File: config.mk
export PLATFORM = sky130hd
export DESIGN_NAME = misr_reg
export DESIGN_NICKNAME = d
export VERILOG_FILES = /design/src/rtl/misr_reg.sv
export SDC_FILE = /design/constraint.sdc
export NUM_CORES = 1
export LEC_CHECK = 0
export CAP_MARGIN = 30
export CORE_AREA = 8 8 45 47
export CTS_CLUSTER_SIZE = 40
export DETAILED_ROUTE_END_ITERATION = 7
export DIE_AREA = 0 0 53 55
export HOLD_SLACK_MARGIN = 0.1
export MAX_ROUTING_LAYER = met4
export PLACE_DENSITY = 0.64
export SETUP_SLACK_MARGIN = 0.3
export SLEW_MARGIN = 15
export SYNTH_ARGS = -nofsm -noshare
export SYNTH_HDL_FRONTEND = slang
export SYNTH_SLANG_ARGS = --single-unit
File: constraint.sdc
create_clock -name clk -period 2.7 [get_ports clk]
set_clock_uncertainty 0.05 [all_clocks]
set_input_delay 0.405 -clock clk [delete_from_list [all_inputs] [get_ports clk]]
set_output_delay 0.405 -clock clk [all_outputs]
set_load 0.01 [all_outputs]
File: src/rtl/misr_reg.sv
// Parallel-input MISR with load enable and synchronous clear (clear has priority).
module misr_reg #(
    parameter int unsigned           SIG_W    = 8,
    parameter logic [SIG_W-1:0]      SIG_POLY = SIG_W'(8'h1D)
) (
    input  logic             clk,
    input  logic             rst_n,
    input  logic             en,
    input  logic             clr,
    input  logic [SIG_W-1:0] din,
    output logic [SIG_W-1:0] sig
);

    logic [SIG_W-1:0] sig_q;
    logic [SIG_W-1:0] sig_d;

    always_comb begin
        sig_d = sig_q;
        if (clr) begin
            sig_d = '0;
        end else if (en) begin
            sig_d = {sig_q[SIG_W-2:0], 1'b0} ^ (sig_q[SIG_W-1] ? SIG_POLY : '0) ^ din;
        end
    end

    always_ff @(posedge clk or negedge rst_n) begin
        if (!rst_n) begin
            sig_q <= '0;
        end else begin
            sig_q <= sig_d;
        end
    end

    assign sig = sig_q;

endmodule

Word level (Yosys, flattened, before mapping) --
Index checks and enable logic that the tools add are counted.
Operators by class: multiplexer cells 3, reduce and logical (&&, ||, !) cells 1, bitwise logic cells 2
Operators with widths (count):
- 8-bit two-way mux | 2
- 8-bit by 5-bit XOR with 8-bit output | 1
- 8-bit XOR | 1
- 5-bit two-way mux | 1
- 2-bit nonzero test | 1
Word-level totals: register bits 8, input port bits 12, output and inout port bits 8, logic and storage cells 7

Depth between registers and ports, before layout --
depth in word-level cells 5, depth in mapped cells 4

Worst setup path after synthesis --
No wires, ideal clock.
path type register -> register, from register sig_q[7], in the netlist sig[7], to register sig_q[4], in the netlist sig[4], required time 2530 ps, path slack 1547 ps, cell stages (with the launch flop) 4, arrival time 983 ps, buffers on the path 0, library setup time 120 ps, path through dfrtp_1 -> xor3_1 -> mux2i_1 -> nor2_1
On the way: cells in the longest elaborated chain, start to end 5
RTL lines:
- from (decl) | RTL line 14 | logic [SIG_W-1:0] sig_q;
- from (signal assigned) | RTL line 30 | sig_q <= sig_d;
- 5-bit two-way mux | RTL line 22 | sig_d = {sig_q[SIG_W-2:0], 1'b0} ^ (sig_q[SIG_W-1] ? SIG_POLY : '0) ^ din;
- 8-bit by 5-bit XOR with 8-bit output | RTL line 22
- 8-bit XOR | RTL line 22
- 8-bit two-way mux | RTL line 21 | end else if (en) begin
- 8-bit two-way mux | RTL line 19 | if (clr) begin
Every way passes these cells. The select of a mux whose other input is x is not followed. A chain may end at the register's enable or synchronous reset.

Final worst setup path --
from register sig_q[7], in the netlist sig[7], to output sig[7]
RTL lines:
- to (decl) | RTL line 11 | output logic [SIG_W-1:0] sig
No word-level cell between the ends.

==> results.py <==
metrics = {
    "placed_design": {
        "gp_congestion": 0.725,
        "dpl.hpwl_um": 749,
        "portBuffers": 19,
    },
    "critical_path": {
        "cp_data_arrival_time_ns": 1.29,
        "max_stage_delay_ns": 0.59,
        "crit_type": "flop to primary output",
        "crit_chain": "clkdlybuf4s50_1",
        "r2r-start": "sig[7]",
        "r2r-end": "sig[4]",
        "crit_fanout": 6,
        "cp.required_ns": 2.25,
        "reg2reg_depth": 3,
        "cp_num_cells": 1,
        "cp_num_buf_inv": 1,
        "endpoint_kind": "primary output",
        "critPathLaunchType": "flop",
        "rrSetupSlack_ns": 1.51,
        "slowest_stage": "clkdlybuf4s50_1",
        "path_delay_family": "buffers and inverters",
    },
    "finish": {
        "multiInputGateArea_sq_um": 208,
        "register_area_sq_um": 200,
        "area_delta_synth_final_pct": 52.4,
        "layout-drive-gt1-share": 0.0517,
        "largest_reg_flops": 8,
        "final_core_util": 0.463,
        "antenna_cells": 0,
        "nFillCells": 142,
        "nets": 72,
    },
    "floorplan": {
        "io_pins": 20,
        "core_sq_um": 1380,
        "initial_utilization": 0.304,
        "row_count": 14,
        "die_y_um": 55,
        "die_w_um": 53,
        "die_area_sq_um": 2920,
    },
    "timing": {
        "rsz0062_at_grt": "no",
        "fin_crit_sh": 0.648,
        "hold_violations": 0,
        "max_freq_mhz": 572,
        "tightest_slew_ns": 0.473,
        "finalSetupTns_ns": 0,
        "slew_viol_final": 0,
        "finalSetupViolCount": 0,
        "slew-limit-headroom": 0.684,
        "period_minus_slack_ns": 1.75,
    },
    "routing": {
        "via_count": 336,
        "first_pass_iters": 4,
        "route.detailed.drc": 0,
        "wl_um": 942,
        "wl_per_cell_um": 12.7,
        "first_iter_violations": 3,
        "antenna_left": 0,
        "drt-met1-wl_um": 457,
        "wl_met3_um": 118,
        "dr_wl_met2_um": 366,
        "vias_per_cell": 4.54,
        "routed.top_layer": "met3",
    },
    "clock_tree": {
        "clock_path_buffers": 2,
        "clockRootBuffer": "clkbuf_4",
        "cts_max_level": 1,
        "cts_made_buffers": 3,
        "ctsHoldBuffers": 0,
        "post-cts-setup-buffers": 0,
        "cts_resized": 0,
        "cts_tree": "built",
        "clock_sinks": 8,
        "insertion_delay_ns": 0.25,
        "path_clk_slew_ns": 0.05,
    },
    "power_and_ir_drop": {
        "peakVddDrop_v": 0.000291,
        "leakage_nw": 0.259,
        "cellPowerDensity_nw_per_um2": 497,
    },
    "synth": {
        "synth_compound_area_frac": 0.131,
        "async_reset_ff_frac": 1.00,
        "synth_xor_area_frac": 0.202,
        "synth_edf_count": 0,
        "synthMuxAreaShare": 0.0238,
        "syn_inst": 38,
        "ys_warn_count": 0,
        "syn_area_sq_um": 420,
        "synth_fp_nets": 50,
        "synth-simple-area-share": 0.137,
        "synthFlopType": "dfrtp_1",
        "synth_top_family_by_area": "XOR/XNOR gates",
        "avgSynthCellArea_sq_um": 11.1,
        "ys_types": 14,
        "ys_ff_latch": 8,
        "synthAdderAreaFrac": 0,
        "yosysSeqAreaShare": 0.476,
    },
    "global_routing": {
        "grt-ovfl-total": 0,
        "antenna_found_initial": 0,
        "grt_util_all_layers": 0.0720,
        "grt_first_pass_wirelength_mm": 1.50,
        "grt_max_degree": 16,
        "grt_pass1_vias": 321,
    },
    "run": {
        "maxCapViolCount": 0,
    },
    "run_status": {
        "outcome": "finished clean",
    },
    "hold_path": {
        "hp-class": "input port to async pin",
    },
}
power by group:
| group | internal [W] | total (W) | switching, W |
|---|---|---|---|
| clock | 0.0000507 | 0.0000884 | 0.0000377 |
| combinational | 0.0000553 | 0.0000875 | 0.0000322 |
| sequential | 0.000131 | 0.000142 | 0.0000111 |
cell usage after synthesis, types with 2 or more instances:
cell type	number	share of area
dfrtp_1	8	0.48
nor2_1	6	0.054
a211oi_1	5	0.089
xnor2_1	5	0.10
nand2_1	2	0.018
nand2b_1	2	0.030
o221ai_1	2	0.042
xor2_1	2	0.042
cell families after synthesis:
kind of cell / count (synthesis)
buf+inv: 2
flops: 8
simple gates: 12
mux: 1
xor+xnor: 8
compound gates: 7
placed cells by master (no fill, tap or decap):
cell	n
mux2i_1	1
clkbuf_4	3
nor2_1	6
clkdlybuf4s50_1	19
nand3b_1	1
nor3b_1	1
xor3_1	1
xor2_1	2
a211oi_1	5
dfrtp_1	8
xnor2_1	5
nand2b_1	2
nand2_1	2
o221ai_1	2
worst register-to-register path, delay by kind of cell, from the launching register on:
kind,cells,cell delay [ns]
mux,1,0.14
simple gates,1,0.06
xor+xnor,1,0.37
flops,1,0.45
through the flow:
step / hold slack (ns) / setup WS (ns) / cell area [sq um] / power, W / std cells
after floorplan: 0.0594 / 1.55 / 420 / 0.000186 / 38
final: 0.385 / 0.951 / 641 / 0.000318 / 74
after CTS: 0.391 / 0.931 / 641 / 0.000325 / 74
after detailed placement: 0.521 / 0.930 / 618 / 0.000233 / 71
after global routing: 0.421 / 0.907 / 641 / 0.000337 / 74
after global placement: 0.511 / 0.957 / 618 / 0.000233 / 71
routing by layer:
| metal | vias up | GRT usage |
|---|---|---|
| li1 | 173 | - |
| met1 | 145 | 0.101 |
| met2 | 18 | 0.0859 |
| met3 | 0 | 0.0481 |
| met4 | 0 | 0 |
| met5 | - | - |
final cells by class:
cell class | count | share of cell area
multi-input cells | 28 | 0.324
flip-flops and latches | 8 | 0.313
repair buffers | 19 | 0.297
clock buffers | 3 | 0.0352
well taps | 16 | 0.0313
worst max path at each step:
stage,from,to,slack [ns]
finish,sig[7],sig[7],0.95
detailed placement,en,sig[2],0.93
floorplan,sig[7],sig[4],1.55
global route,sig[7],sig[7],0.91
global placement,en,sig[2],0.96
CTS,sig[7],sig[7],0.93
Note: power is estimated with default switching activity, not from simulation.
==> RTL change (same flow settings) <==
Reset style: synchronous (`rst_n`), changed in one clocked block.
--- a/src/rtl/misr_reg.sv
+++ b/src/rtl/misr_reg.sv
@@ -23,7 +23,7 @@
         end
     end
 
-    always_ff @(posedge clk or negedge rst_n) begin
+    always_ff @(posedge clk) begin
         if (!rst_n) begin
             sig_q <= '0;
         end else begin
Function: differs if rst_n is asserted again (counterexample within 4 cycles, from zero or initial values and one cycle with rst_n low); with rst_n held inactive, the same outputs for 10 cycles.
==> RTL change against the unedited design <==
Power decreased by 12%; sequential cell count unchanged; cell area decreased by 4.5%; non-clock buffer count unchanged; wire length decreased by 11%; area after synthesis decreased by 5.1%; first-iteration DRC count decreased by 67%; setup slack got worse by 0.023 ns.
==> RTL change: results (changes against the unedited design) <==
post-synth net total - 48 (-4.0%)
Async SR Flop Fraction - 0% (-100 points)
Slew HR - 67.46% (-0.89 points)
Reg-to-Reg Start - sig[7]$_SDFFE_PP0P_
1st-pass router iterations - 2 (-2)
H-tree depth - 1 (unchanged)
layout cells sized above 1 - 5.455% (+0.28 points)
Bufs on Longest Clock Path - 2 (unchanged)
post-synthesis cell type count - 10 (-4)
sequential cell area fraction in the yosys report - 40.13% (-7.5 points)
Primary FF master, synth - dfxtp_1
max reg flops - 8 (unchanged)
Final nets - 69 (-4.2%)
worst vdd ir - 237.9 µV (-18%)
DPL Wire Length - 649.7 µm (-13%)
clock root buffer master - clkbuf_4
initial antenna violation count - 0 (unchanged)
largest net degree at the start of global routing - 14 (-2)
# diodes - 0 (unchanged)
Lkg Pwr - 0.0002309 µW (-11%)
HP Class - flip-flop to flip-flop
worst r2r dst - sig[4]$_SDFFE_PP0P_
GPL Wtd Cong - 0.6630 (-8.5%)
R2R setup slack - 1.41 ns (-0.10 ns)
drt total wl - 839 µm (-11%)
vias per cell - 4.338 (-4.5%)
number of DRC markers in iteration 0 - 1 (-2)
first-pass GRT wire length - 1400 µm (-6.5%)
Crit path max-delay family - buffers and inverters
vias in the first global route - 330 (+2.8%)
CP arrival - 1.32 ns (+0.03 ns)
Synth area leaders - dfxtp_1 40%, xor3_1 18%, xnor2_1 11%
CTS Buf Count - 3 (unchanged)
Commonest cells post-synth - 8 x dfxtp_1, 8 x nor2_1, 5 x a211oi_1, 5 x xnor2_1
status - finished clean
GRT Util Overall - 7.191% (-0.0082 points)
-- RTL change: cells by family (layout without fill, tap and decap cells) --
family,count (synthesis),count (layout),synth area share [%]
flops,8,8,40.12
compound gates,5,5,9.405
simple gates,9,9,9.092
mux,3,3,7.524
buf+inv,3,22,5.013
xor+xnor,8,8,28.84
-- RTL change: routing by layer --
metal	track usage (%)	vias up	wire length (µm)
li1	-	159	-
met1	6.944	137	396
met2	9.570	12	350
met3	4.813	0	92
met4	6.466	0	0
met5	-	-	0
-- RTL change: worst min-delay path by stage --
| stage | startpoint | end | slack (ns) | depth (start not counted) |
|---|---|---|---|---|
| floorplan | sig[5]$_SDFFE_PP0P_ | sig[5]$_SDFFE_PP0P_ | 0.48 | 2 |
| global placement | sig[5]$_SDFFE_PP0P_ | sig[5]$_SDFFE_PP0P_ | 0.45 | 2 |
| detailed placement | sig[6]$_SDFFE_PP0P_ | sig[6]$_SDFFE_PP0P_ | 0.46 | 2 |
| CTS | sig[6]$_SDFFE_PP0P_ | sig[6]$_SDFFE_PP0P_ | 0.47 | 2 |
| global route | sig[0]$_SDFFE_PP0P_ | sig[0]$_SDFFE_PP0P_ | 0.50 | 2 |
| finish | sig[0]$_SDFFE_PP0P_ | sig[0]$_SDFFE_PP0P_ | 0.46 | 2 |
-- RTL change: cell type report --
class / instances / area (µm²)
fill: 147 / 772.0
clock buffer: 3 / 22.52
tap: 16 / 20.02
multi-input combinational: 25 / 219.0
timing repair buffer: 19 / 190.2
sequential: 8 / 160.2
-- RTL change: metrics by stage --
step                instances  setup slack, ns  area (µm²)  power, µW
floorplan                  36            1.471       399.1      164.7
global placement           68            1.066       589.3      193.7
finish                     71           0.9286       611.8      280.1
CTS                        71           0.8969       611.8      286.2
detailed placement         68            1.033       589.3      193.8
global route               71           0.8474       611.8      301.2
-- RTL change: report_power, final --
part	internal, µW	total [µW]	switching (µW)
logic	42.4	61.6	19.2
clock network	50.7	89.4	38.6
registers	124	129	5.44
